### src/rtl/tinymips_controller.sv
// Multicycle Moore control unit for the TinyMIPS 8-bit core.
// Optional feature: define CTRL_ILLEGAL_TRAP_EN to trap unknown opcodes in a sticky HALT state.
module tinymips_controller (
    input  logic       clk,
    input  logic       rst,
    input  logic [5:0] op,
    input  logic [5:0] funct,
    input  logic       zero,
    output logic       memread,
    output logic       memwrite,
    output logic       alusrca,
    output logic       memtoreg,
    output logic       iord,
    output logic       pcen,
    output logic       regwrite,
    output logic       regdst,
    output logic [1:0] pcsource,
    output logic [1:0] alusrcb,
    output logic [3:0] irwrite,
    output logic [2:0] alucont,
    output logic       halted
);

    localparam logic [5:0] OP_LB    = 6'b100000;
    localparam logic [5:0] OP_SB    = 6'b101000;
    localparam logic [5:0] OP_RTYPE = 6'b000000;
    localparam logic [5:0] OP_BEQ   = 6'b000100;
    localparam logic [5:0] OP_J     = 6'b000010;
    localparam logic [5:0] OP_ADDI  = 6'b001000;

    localparam logic [2:0] ALU_ADD = 3'b010;
    localparam logic [2:0] ALU_SUB = 3'b110;
    localparam logic [2:0] ALU_AND = 3'b000;
    localparam logic [2:0] ALU_OR  = 3'b001;
    localparam logic [2:0] ALU_SLT = 3'b111;

    typedef enum logic [3:0] {
        FETCH1, FETCH2, FETCH3, FETCH4, DECODE,
        MEMADR, LBRD, LBWR, SBWR,
        RTYPEEX, RTYPEWR, BEQEX, JEX, ADDIEX, ADDIWR
`ifdef CTRL_ILLEGAL_TRAP_EN
        , HALT
`endif
    } state_t;

    // pcwrite/branch are kept separately so pcen can follow zero combinationally.
    typedef struct packed {
        logic       memread;
        logic       memwrite;
        logic       alusrca;
        logic       memtoreg;
        logic       iord;
        logic       pcwrite;
        logic       branch;
        logic       regwrite;
        logic       regdst;
        logic [1:0] pcsource;
        logic [1:0] alusrcb;
        logic [3:0] irwrite;
        logic [2:0] alucont;
`ifdef CTRL_ILLEGAL_TRAP_EN
        logic       halted;
`endif
    } ctrl_t;

    state_t state;
    state_t state_nx;
    ctrl_t  ctrl;
    logic   live;

    function automatic logic [2:0] funct_alu(input logic [5:0] f);
        case (f)
            6'b100000: funct_alu = ALU_ADD;
            6'b100010: funct_alu = ALU_SUB;
            6'b100100: funct_alu = ALU_AND;
            6'b100101: funct_alu = ALU_OR;
            6'b101010: funct_alu = ALU_SLT;
            default:   funct_alu = ALU_ADD;
        endcase
    endfunction

    function automatic state_t next_of(input state_t s, input logic [5:0] o);
        case (s)
            FETCH1:  next_of = FETCH2;
            FETCH2:  next_of = FETCH3;
            FETCH3:  next_of = FETCH4;
            FETCH4:  next_of = DECODE;
            DECODE: begin
                case (o)
                    OP_LB, OP_SB: next_of = MEMADR;
                    OP_RTYPE:     next_of = RTYPEEX;
                    OP_BEQ:       next_of = BEQEX;
                    OP_J:         next_of = JEX;
                    OP_ADDI:      next_of = ADDIEX;
`ifdef CTRL_ILLEGAL_TRAP_EN
                    default:      next_of = HALT;
`else
                    default:      next_of = FETCH1;
`endif
                endcase
            end
            MEMADR:  next_of = (o == OP_LB) ? LBRD : SBWR;
            LBRD:    next_of = LBWR;
            RTYPEEX: next_of = RTYPEWR;
            ADDIEX:  next_of = ADDIWR;
`ifdef CTRL_ILLEGAL_TRAP_EN
            HALT:    next_of = HALT;
`endif
            default: next_of = FETCH1;
        endcase
    endfunction

    function automatic ctrl_t ctrl_of(input state_t s, input logic [5:0] f);
        ctrl_t c;
        c = '0;
        case (s)
            FETCH1, FETCH2, FETCH3, FETCH4: begin
                c.memread = 1'b1;
                c.alusrcb = 2'b01;
                c.alucont = ALU_ADD;
                c.pcwrite = 1'b1;
                case (s)
                    FETCH1:  c.irwrite = 4'b1000;
                    FETCH2:  c.irwrite = 4'b0100;
                    FETCH3:  c.irwrite = 4'b0010;
                    default: c.irwrite = 4'b0001;
                endcase
            end
            DECODE: begin
                c.alusrcb = 2'b11;
                c.alucont = ALU_ADD;
            end
            MEMADR, ADDIEX: begin
                c.alusrca = 1'b1;
                c.alusrcb = 2'b10;
                c.alucont = ALU_ADD;
            end
            LBRD: begin
                c.memread = 1'b1;
                c.iord    = 1'b1;
            end
            LBWR: begin
                c.regwrite = 1'b1;
                c.memtoreg = 1'b1;
            end
            SBWR: begin
                c.memwrite = 1'b1;
                c.iord     = 1'b1;
            end
            RTYPEEX: begin
                c.alusrca = 1'b1;
                c.alucont = funct_alu(f);
            end
            RTYPEWR: begin
                c.regwrite = 1'b1;
                c.regdst   = 1'b1;
            end
            BEQEX: begin
                c.alusrca  = 1'b1;
                c.alucont  = ALU_SUB;
                c.pcsource = 2'b01;
                c.branch   = 1'b1;
            end
            JEX: begin
                c.pcsource = 2'b10;
                c.pcwrite  = 1'b1;
            end
            ADDIWR:  c.regwrite = 1'b1;
`ifdef CTRL_ILLEGAL_TRAP_EN
            HALT:    c.halted = 1'b1;
`endif
            default: c = '0;
        endcase
        return c;
    endfunction

    assign state_nx = next_of(state, op);

    // Outputs are registered from the next state so they line up with the
    // state they belong to. After reset release one edge is spent loading
    // FETCH1's outputs while the state stays at FETCH1.
    always_ff @(posedge clk or posedge rst) begin
        if (rst) begin
            state <= FETCH1;
            ctrl  <= '0;
            live  <= 1'b0;
        end else if (!live) begin
            live  <= 1'b1;
            ctrl  <= ctrl_of(FETCH1, funct);
        end else begin
            state <= state_nx;
            ctrl  <= ctrl_of(state_nx, funct);
        end
    end

    assign memread  = ctrl.memread;
    assign memwrite = ctrl.memwrite;
    assign alusrca  = ctrl.alusrca;
    assign memtoreg = ctrl.memtoreg;
    assign iord     = ctrl.iord;
    assign regwrite = ctrl.regwrite;
    assign regdst   = ctrl.regdst;
    assign pcsource = ctrl.pcsource;
    assign alusrcb  = ctrl.alusrcb;
    assign irwrite  = ctrl.irwrite;
    assign alucont  = ctrl.alucont;
    assign pcen     = ctrl.pcwrite | (ctrl.branch & zero);

`ifdef CTRL_ILLEGAL_TRAP_EN
    assign halted = ctrl.halted;
`else
    assign halted = 1'b0;
`endif

endmodule

### config.mk
export PLATFORM = sky130hd
export DESIGN_NAME = tinymips_controller
export DESIGN_NICKNAME = d
export VERILOG_FILES = /design/src/rtl/tinymips_controller.sv
export SDC_FILE = /design/constraint.sdc
export NUM_CORES = 1
export LEC_CHECK = 0
export BUFFER_PORTS_ARGS = -buffer_cell sky130_fd_sc_hd__buf_2
export CORE_MARGIN = 10
export CORE_UTILIZATION = 49
export CTS_CLUSTER_SIZE = 24
export DETAILED_ROUTE_END_ITERATION = 8
export PLACE_DENSITY = 0.85
export SLEW_MARGIN = 20
export SYNTH_ARGS = -nofsm -noshare
export SYNTH_HDL_FRONTEND = slang
export SYNTH_SLANG_ARGS = --single-unit
### constraint.sdc
create_clock -name clk -period 2.2 [get_ports clk]
set_clock_uncertainty 0.1 [all_clocks]
set_input_delay 0.33 -clock clk [delete_from_list [all_inputs] [get_ports clk]]
set_output_delay 0.33 -clock clk [all_outputs]
set_load 0.05 [all_outputs]
; Word-level counts from Yosys, hierarchy flattened
; Index checks and enable logic that the tools add are counted.
[word_totals]
inputBits = 15
ff_bits = 25
word_cells = 79
output_inout_bits = 20
[op_classes]
bitwise_logic = 2
n_reduce_logical = 12
eq_ne = 31
muxes = 19
[ops]
columns = op, count
row1 = $eq A4 B4 Y1 const B, 9
row2 = $eq A6 B6 Y1 const B, 6
row3 = $pmux W4 S9, 1
row4 = $eq A4 B3 Y1 const B, 7
row5 = $mux W20, 1
row6 = $pmux W4 S5, 1
row7 = $eq A4 B2 Y1 const B, 4
row8 = $pmux W3 S4, 1
row9 = $pmux W4 S3, 1
row10 = $reduce_or A5 Y1, 2
row11 = $mux W1, 9
row12 = $pmux W3 S3, 1
row13 = $eq A4 B1 Y1 const B, 2
row14 = $logic_not A4 Y1, 2
row15 = $mux W4, 2
row16 = $reduce_or A4 Y1, 2
row17 = $reduce_or A7 Y1, 1
row18 = $eq A6 B2 Y1 const B, 1
row19 = $eq A6 B3 Y1 const B, 1
row20 = $eq A6 B4 Y1 const B, 1
row21 = $logic_not A6 Y1, 1
row22 = $pmux W2 S3, 1
row23 = $reduce_or A2 Y1, 3
row24 = $pmux W2 S2, 1
row25 = other kinds (3), 3

; Depth between registers and ports, before layout
; Gate-level depths: netlist of run 1.
[logic_depth]
depth_word = 8
depth_mapped = 7
ltp_nobuf = 5

; Worst setup path before layout of run 1
; OpenSTA, ideal clock, no wires.
[synth_path]
path_type = register -> register
start = reg state[3]
end = reg ctrl, in the netlist iord
required_ns = 2.013
setup_slack_ns = 0.472
path_buffers = 1
stages_incl_launch_ff = 6
arrival_ns = 1.541
path_cell_list = dfrtp_1 buf_2 a31o_4 a311oi_4 nand3_2 a211oi_2
[synth_between]
elab_chain_len = 6
elab_cells_between_ends = 15
classes_between = 10 x eq/ne / 3 x mux / 2 x reduce/logical
[synth_rtl]
columns = element, line
row1 = start: declaration, 66  ; state_t state;
row2 = start signal: assignment, 191  ; state <= state_nx;
row3 = "$eq A4 B4 Y1, or another cell as far along", 83  ; case (s)
row4 = $pmux W4 S9 (*), 83
row5 = $eq A4 B3 Y1 / $eq A4 B4 Y1 (equally long branches), 116  ; case (s)
row6 = $reduce_or A2 Y1 (no line) (*), -
row7 = $mux W1 (*), 116
row8 = $mux W20 (*), 187  ; end else if (!live) begin
row9 = end signal: assignment, 189  ; ctrl <= ctrl_of(FETCH1, funct);
row10 = end signal: assignment, 192  ; ctrl <= ctrl_of(state_nx, funct);
row11 = end: declaration, 68  ; ctrl_t ctrl;
; Every way passes the cells marked *; elsewhere a longest branch is shown, timed or not.
; A chain may end at the register's enable or synchronous reset.

; Final worst setup path of run 1
[layout_path]
start = reg state[0]
end = reg ctrl, in the netlist alusrca
[layout_between]
elab_chain_len = 6
elab_cells_between_ends = 17
classes_between = 12 x eq/ne / 3 x mux / 2 x reduce/logical
[layout_rtl]
columns = element, line
row1 = "$eq A4 B4 Y1, or another cell as far along", 83
row2 = $pmux W4 S9 (*), 83
row3 = $eq A4 B3 Y1 / $eq A4 B4 Y1 (equally long branches), 116
row4 = $reduce_or A4 Y1 (no line) (*), -
row5 = $mux W1 (*), 116
row6 = $mux W20 (*), 187
; Marked as above.

==> flow_summary.yaml, run 1 <==
synthesis:
  yosys-top-cells-area: "dfrtp_1 (45%), buf_4 (7.8%), nor2_1 (3.9%)"
  synth-warning-count: 0
  synth_flop_cell: "dfrtp_1"
  synth_edf_count: 0
  synthCells: 132
  synth_top_area_frac: 0.447
  syn_nets: 147
  ys_async_sr_fraction: 1.00
  yosysTopAreaCell: "dfrtp_1"
  synth_seq_cells: 24
  synth_area_per_cell_um2: 10.2
  ys_seq_area_frac: 0.447
  synth_cell_types: 44
  synth_area_mm2: 0.00134
global_route:
  grt_pass1_vias: 1060
  grt-ovfl-total: 0
  grt_max_degree: 25
  grt_pass1_wl_mm: 4.77
  grt_use_total: 0.111
  antenna_found_initial: 0
cells_and_area:
  layout_commonest_cell: "buf_2"
  design_area_mm2: 0.00149
  n_antenna_cell: 0
  syn_to_final_growth_pct: 10.8
  fin_nets: 171
  mostFrequentLayoutCells: "buf_2 (33), dfrtp_1 (24), nor2_1 (14)"
  layout-drive-gt1-share: 0.387
clock_network:
  clockBufferDepth: 2
  ctsHoldBuffers: 0
  clk_latency_ns: 0.31
  post_cts_buffers: 0
  htree_num_levels: 1
  root_buffer: "clkbuf_4"
  path_clk_slew_ns: 0.12
  clock-sinks: 24
  numCtsBuffers: 3
  tritoncts: "done"
floorplan:
  die_y_um: 72.4
  core_area_mm2: 0.00254
  start_util: 0.528
  die_w_um: 72.4
  rows: 18
  ioPinCount: 35
  die-area_mm2: 0.00524
power:
  ir_worst_vdd_uv: 765
  power.density_mw_per_mm2: 984
  p_leak_nw: 0.675
critical_path:
  critPathLaunchType: "flip-flop"
  path_cells: "nor2_1 > and4b_4 > a311oi_4 > nor2_1 > nor3b_1"
  cpMostUsedCell: "nor2_1"
  worstPathMaxFanout: 9
  crit_slowest_cell: "dfrtp_1"
  cp.arrival_ns: 2.12
  cp-end-kind: "flip-flop"
  worstPathRequired_ns: 2.32
  slowest_delay_ns: 0.58
  criticalPathCategory: "flip-flop to flip-flop"
route:
  routed_wl_mm: 2.81
  firstDrtPassIters: 4
  vias_per_cell: 5.72
  ant_nets: 0
  drt_iter0_drc: 52
  vias: 1059
  wl_per_cell_um: 15.2
  route.detailed.drc: 0
sta:
  drv_slew: 0
  max_slew_margin: 0.438
  period_needed_ns: 2.00
  max_freq_mhz: 500
  worstMarginPinSlew_ns: 0.842
  fin_crit_sh: 0.910
  hold_viol: 0
  finalSetupViolations: 0
  grt_setup_unrepaired: "no"
  fin_setup_tns_ns: 0
  setup_slack_ns: 0.198
place:
  dp_hpwl_mm: 2.30
  finalWeightedCongestion: 0.967
  numPortBuffers: 33
  dp_slack_ns: 0.136
  dpl_cell_area_mm2: 0.00145
outcome:
  status: "finished, final reports clean"
worst_hold_path:
  hp-class: "input pin to async pin"
run:
  cap_viol_max_count: 0
## area by class of cell
cell class / instances / area [um2]
well taps: 30 / 37.5
fillers: 212 / 1060
clock buffers: 4 / 36.3
multi-input cells: 88 / 616
inverters: 3 / 11.3
flip-flops and latches: 24 / 601
repair buffers: 36 / 188
## state kept, by name, indices dropped and copies added, names as in the netlist
signal	count
ctrl	2
alucont	3
state	4
pcsource	1
memwrite	1
alusrcb	2
alusrca	1
memtoreg	1
regdst	1
live	1
iord	1
regwrite	1
irwrite	4
memread	1
## metrics by stage
| stage | hold slack (ns) | utilization | std cells | total power, mW |
|---|---|---|---|---|
| global route | 0.137 | 0.585 | 185 | 1.55 |
| CTS | 0.102 | 0.585 | 185 | 1.47 |
| global placement | 0.427 | 0.570 | 181 | 1.22 |
| detailed placement | 0.454 | 0.570 | 181 | 1.25 |
| finish | 0.0600 | 0.585 | 185 | 1.46 |
| floorplan | 0.245 | - | 132 | 1.13 |
## power by group
part	switching (mW)	internal [mW]	leakage, nW
combinational	0.461	0.217	0.351
sequential	0.0561	0.505	0.303
clock	0.125	0.101	0.0210
total	0.642	0.823	0.675
## worst max-delay path: cells and delay by family (launching register included)
| kind | cells | cell delay (ns) |
|---|---|---|
| compound gates | 1 | 0.44 |
| simple gates | 4 | 0.78 |
| flops | 1 | 0.58 |
## layer usage
| metal | routed length [um] | share of wire | up-vias | global-route usage |
|---|---|---|---|---|
| met5 | 0 | 0 | - | 0 |
| met3 | 232 | 0.082 | 5 | 0.0299 |
| li1 | - | - | 502 | - |
| met4 | 64 | 0.023 | 0 | 0.0654 |
| met2 | 1400 | 0.50 | 40 | 0.195 |
| met1 | 1120 | 0.40 | 512 | 0.115 |
## cell families (layout without fill, tap and decap cells)
family          Yosys count  in the layout  share of synthesized area
buf+inv                  20             43                     0.0959
compound gates           28             28                      0.194
fa+ha+maj                 1              1                    0.00838
flops                    24             24                      0.447
simple gates             56             56                      0.243
xor+xnor                  1              1                    0.00652
other cells               2              2                    0.00559
## cells in the mapped netlist (all sizes together) (2+ instances only)
cell type	n
nor3b	3
nand4	3
conb	2
nor4b	2
a211oi	3
nand2	7
clkbuf	2
buf	15
nor2	15
o21ai	6
a21oi	6
dfrtp	24
a31oi	2
nor3	7
nor2b	3
nand3	9
inv	3
nand2b	3
## repair_timing
item	CTS	global route
gates resized for setup	0	1
setup endpoints to repair	0	2
endpoints found under the hold margin	0	0
## path summary, 6_finish.rpt
| kind | startpoint | endpoint | slack (ns) | cells after the start |
|---|---|---|---|---|
| setup / recovery | state[0] | alusrca | 0.20 | 5 |
| hold / removal | rst | alusrca | 0.06 | 2 |
| setup reg to reg | state[0] | alusrca | 0.20 | 5 |
| hold reg to reg | state[2] | state[2] | 0.57 | 2 |
| max in group asynchronous | rst | regwrite | 1.42 | 2 |
| min in group clk | funct[0] | alucont[0] | 0.19 | 3 |
No activity file was read; power rests on OpenSTA's default activity.
==> run 2: changes to the inputs <==
==> constraint.sdc (replaced) <==
create_clock -name clk -period 2.2 [get_ports clk]
set_clock_uncertainty 0.1 [all_clocks]
set_input_delay 0.22 -clock clk [delete_from_list [all_inputs] [get_ports clk]]
set_output_delay 0.22 -clock clk [all_outputs]
set_load 0.05 [all_outputs]
==> run 2 against run 1 <==
Flip-flop and latch count unchanged. First-iteration DRC count is 63% lower. Sequential share of layout area up 0.34 points. Setup slack worse by 0.013 ns. Die area unchanged. Clock power fell by 20%. Critical path depth unchanged. Highest routed layer unchanged.
==> flow_summary.yaml, run 2 (synthesis gave the netlist of run 1 again) <==
sta:
  grt_setup_unrepaired: "no"
  fin_setup_tns_ns: 0
  holdWs_ns: 0.0857
  period_needed_ns: 2.01
  finalSetupViolations: 0
  worstMarginPinSlew_ns: 0.860
  fin_crit_sh: 0.916
  max_freq_mhz: 496
  drv_slew: 0
  max_slew_margin: 0.426
  hold_viol: 0
route:
  ant_nets: 0
  route.detailed.drc: 0
  vias: 1050
  vias_per_cell: 5.71
  firstDrtPassIters: 4
  wl_per_cell_um: 15.4
  drt_iter0_drc: 19
  routed_wl_mm: 2.83
cells_and_area:
  n_antenna_cell: 0
  syn_to_final_growth_pct: 9.87
  mostFrequentLayoutCells: "buf_2 (33), dfrtp_1 (24), nor2_1 (14)"
  layout-drive-gt1-share: 0.370
  fin_nets: 171
  layout_commonest_cell: "buf_2"
power:
  power.density_mw_per_mm2: 958
  ir_worst_vdd_uv: 768
  p_leak_nw: 0.669
critical_path:
  crit_slowest_cell: "dfrtp_1"
  path_cells: "nor2_1 > and4b_4 > a311oi_4 > nand2_2 > nor3_1"
  r2r_end: "irwrite[2]"
  rrSetupSlack_ns: 0.19
  slowest_delay_ns: 0.57
  worstPathMaxFanout: 9
  criticalPathCategory: "flip-flop to flip-flop"
  worstPathRequired_ns: 2.32
  reg2regPathDepth: 5
  cp.arrival_ns: 2.14
  critPathLaunchType: "flip-flop"
  cp-end-kind: "flip-flop"
  worstReg2RegStart: "state[0]"
global_route:
  grt_max_degree: 25
  grt_pass1_vias: 1063
  grt-ovfl-total: 0
  antenna_found_initial: 0
  grt_pass1_wl_mm: 4.95
  grt_use_total: 0.114
floorplan:
  die_w_um: 72.4
  core_area_mm2: 0.00254
  start_util: 0.528
  die_y_um: 72.4
  ioPinCount: 35
  die-area_mm2: 0.00524
  rows: 18
clock_network:
  clock-sinks: 24
  cts_resized: 0
  htree_num_levels: 1
  root_buffer: "clkbuf_4"
  tritoncts: "done"
  path_clk_slew_ns: 0.11
  numCtsBuffers: 3
  post_cts_buffers: 0
  ctsHoldBuffers: 1
  clockBufferDepth: 2
  clk_latency_ns: 0.30
worst_hold_path:
  whs_endpoint: "alucont[0]"
  hp-class: "input pin to flip-flop"
  hold_start: "funct[0]"
  hold_depth: 3
place:
  finalWeightedCongestion: 0.928
  numPortBuffers: 33
  dp_hpwl_mm: 2.28
run:
  cap_viol_max_count: 0
outcome:
  status: "finished, final reports clean"
run 2: changes by cell type in the layout (fill, tap and decap cells not counted), sizes merged:
cell	previous run	this run
buf	36	35
clkbuf	4	3
dlygate4sd3	0	1
run 2: metrics by stage:
stage | std cells | power [mW] | worst slack, ns | cell area (um2) | utilization
detailed placement | 180 | 1.25 | 0.217 | 1440 | 0.567
global route | 184 | 1.51 | 0.00660 | 1480 | 0.580
CTS | 184 | 1.43 | 0.179 | 1480 | 0.580
global placement | 180 | 1.22 | 0.301 | 1440 | 0.567
floorplan | 132 | 1.13 | 0.472 | 1340 | -
finish | 184 | 1.41 | 0.186 | 1480 | 0.580
run 2: where the power goes:
group	internal, mW	switching (mW)
Combinational	0.213	0.458
Clock	0.0640	0.116
Sequential	0.505	0.0587
run 2: metal layers:
layer  vias up  track usage  part of all wire
met3         4       0.0354             0.091
met5         -            0                 0
li1        504            -                 -
met1       508        0.127              0.39
met2        34        0.192              0.50
met4         0       0.0549             0.016
run 2: worst max path at each step:
stage	startpoint	endpoint	slack, ns	depth (start not counted)
detailed placement	state[0]	alusrca	0.22	5
finish	state[0]	irwrite[2]	0.19	5
CTS	state[0]	alusrca	0.18	5
global placement	state[0]	alucont[1]	0.30	5
floorplan	state[3]	iord	0.47	5
global route	state[0]	irwrite[2]	0.007	5
run 2: critical path, delay by kind of cell, from the launching register on:
family | cells | cell delay (ns)
and+or+nand+nor | 4 | 0.82
DFF | 1 | 0.57
AOI/OAI and AO/OA | 1 | 0.43
run 2: layout make-up:
type                    instances  area [um2]
flip-flops and latches         24         601
repair buffers                 36         190
well taps                      30        37.5
multi-input cells              88         614
clock buffers                   3        22.5
inverters                       3        11.3
fillers                       230        1070
==> run 3: changes to the inputs <==
HOLD_SLACK_MARGIN = 0.1   (was default)
==> run 3 against run 2 <==
Sequential power hardly changed. First-iteration DRC count increased by 63%. Flip-flop and latch count unchanged. Design area up 2.0%. Via count is 2.1% higher. Register-to-register slack about the same. Die area is the same. Largest power group unchanged. Critical path type unchanged. Clock power barely moved. Power increased by 0.59%. Non-clock buffer count up 3. Sequential share of layout area shrank 0.81 points.
==> flow_summary.yaml, run 3 (synthesis gave the netlist of run 1 again) <==
critical_path:
  critPathLaunchType: "flip-flop"
  crit_family: "simple AND/OR/NAND/NOR gates"
  path_cells: "nor2_1 > and4b_4 > a311oi_4 > nand2_2 > nor3_1"
  slowest_delay_ns: 0.57
  worstPathMaxFanout: 9
  cp.arrival_ns: 2.14
  crit_slowest_cell: "dfrtp_1"
  cp-end-kind: "flip-flop"
  criticalPathCategory: "flip-flop to flip-flop"
  crit_buf_inv: 0
  worstPathRequired_ns: 2.33
power:
  p_switching_mw: 0.638
  combPwrFrac: 0.475
  sequentialPowerShare: 0.396
  p_int_mw: 0.785
  power.total_mw: 1.42
  p_sw_frac: 0.449
  clkPwrFrac: 0.128
  p_leak_nw: 0.679
  power.density_mw_per_mm2: 945
  ir_worst_vdd_uv: 755
floorplan:
  core_area_mm2: 0.00254
  start_util: 0.528
  rows: 18
  die_y_um: 72.4
  ioPinCount: 35
  die-area_mm2: 0.00524
  die_w_um: 72.4
worst_hold_path:
  hp-class: "input pin to flip-flop"
sta:
  finalSetupViolations: 0
  max_slew_margin: 0.425
  fin_crit_sh: 0.916
  fin_setup_tns_ns: 0
  hold_viol: 0
  worstMarginPinSlew_ns: 0.862
  period_needed_ns: 2.01
  max_freq_mhz: 496
  grt_setup_unrepaired: "no"
  drv_slew: 0
cells_and_area:
  layout-drive-gt1-share: 0.363
  n_antenna_cell: 0
  mostFrequentLayoutCells: "buf_2 (33), dfrtp_1 (24), nor2_1 (14)"
  fin_nets: 174
  multi_input_area_um2: 614
  regArea_um2: 601
  syn_to_final_growth_pct: 12.1
  fillers: 223
  layout_commonest_cell: "buf_2"
global_route:
  antenna_found_initial: 0
  grt_max_degree: 25
  grt_use_total: 0.115
  grt-ovfl-total: 0
  grt_pass1_wl_mm: 5.03
  use_met3: 0.0354
  grtUsageMet1: 0.130
  grt_pass1_vias: 1080
  grt_use_met2: 0.194
  busiest_layer: "met2"
clock_network:
  cts_resized: 0
  tritoncts: "done"
  clockBufferDepth: 2
  numCtsBuffers: 3
  clock-sinks: 24
  root_buffer: "clkbuf_4"
  htree_num_levels: 1
  path_clk_slew_ns: 0.11
  clk_latency_ns: 0.31
place:
  numPortBuffers: 33
  finalWeightedCongestion: 0.928
  dp_hpwl_mm: 2.28
route:
  route.detailed.drc: 0
  ant_nets: 0
  drt_iter0_drc: 31
  wl_per_cell_um: 15.6
  vias: 1072
  firstDrtPassIters: 4
  vias_per_cell: 5.73
  routed_wl_mm: 2.91
outcome:
  status: "finished, final reports clean"
run:
  cap_viol_max_count: 0
run 3: cell types whose count changed in the layout (fill, tap and decap cells not counted):
| cell | delta |
|---|---|
| dlygate4sd3_1 | +3 |
run 3: cell type report:
type,count,area share
Tap cell,30,0.0249
Inverter,3,0.00748
Multi-Input combinational cell,88,0.408
Sequential cell,24,0.399
Clock buffer,3,0.0150
Timing Repair Buffer,39,0.146
run 3: timing repair:
action / 4_1_cts / 5_1_grt
buffers inserted: 0 / 0
hold buffers: 4 / 0
hold endpoints to repair: 25 / 0
run 3: power by group through the flow:
stage                     clock, mW  sequential, mW  combinational, mW
after floorplan                   0           0.595              0.538
after global placement            0           0.569              0.655
after detailed placement          0           0.574              0.672
after CTS                     0.186           0.564              0.679
after global routing          0.207           0.575              0.727
final                         0.183           0.564              0.676
run 3: layer usage:
layer / share of wire / vias up
met5: 0 / -
met2: 0.50 / 36
met1: 0.40 / 522
met4: 0.020 / 0
met3: 0.084 / 5
li1: - / 509
run 3: worst paths after layout:
kind / end / slack [ns] / depth (start not counted) / from
min in group asynchronous: alucont[1] / 0.51 / 3 / rst
max in group asynchronous: alusrcb[1] / 0.96 / 3 / rst
hold reg to reg: regwrite / 0.57 / 2 / state[3]
setup reg to reg: irwrite[2] / 0.19 / 5 / state[0]
hold / removal: alucont[0] / 0.11 / 3 / funct[2]
setup / recovery: irwrite[2] / 0.19 / 5 / state[0]
run 3: worst min-delay path, delay by kind of cell:
| family | cells | cell delay (ns) |
|---|---|---|
| AND/OR/NAND/NOR | 1 | 0.10 |
| buffers and inverters | 1 | 0.11 |
| AO/OA/AOI/OAI | 1 | 0.06 |
run 3: through the flow:
step / area (um2) / utilization / setup slack (ns) / cells / hold slack (ns)
after floorplan: 1340 / - / 0.472 / 132 / 0.135
after detailed placement: 1440 / 0.567 / 0.217 / 180 / 0.339
after CTS: 1510 / 0.592 / 0.179 / 187 / 0.105
after global placement: 1440 / 0.567 / 0.301 / 180 / 0.320
after global routing: 1510 / 0.592 / 0.00663 / 187 / 0.121
final: 1510 / 0.592 / 0.185 / 187 / 0.107
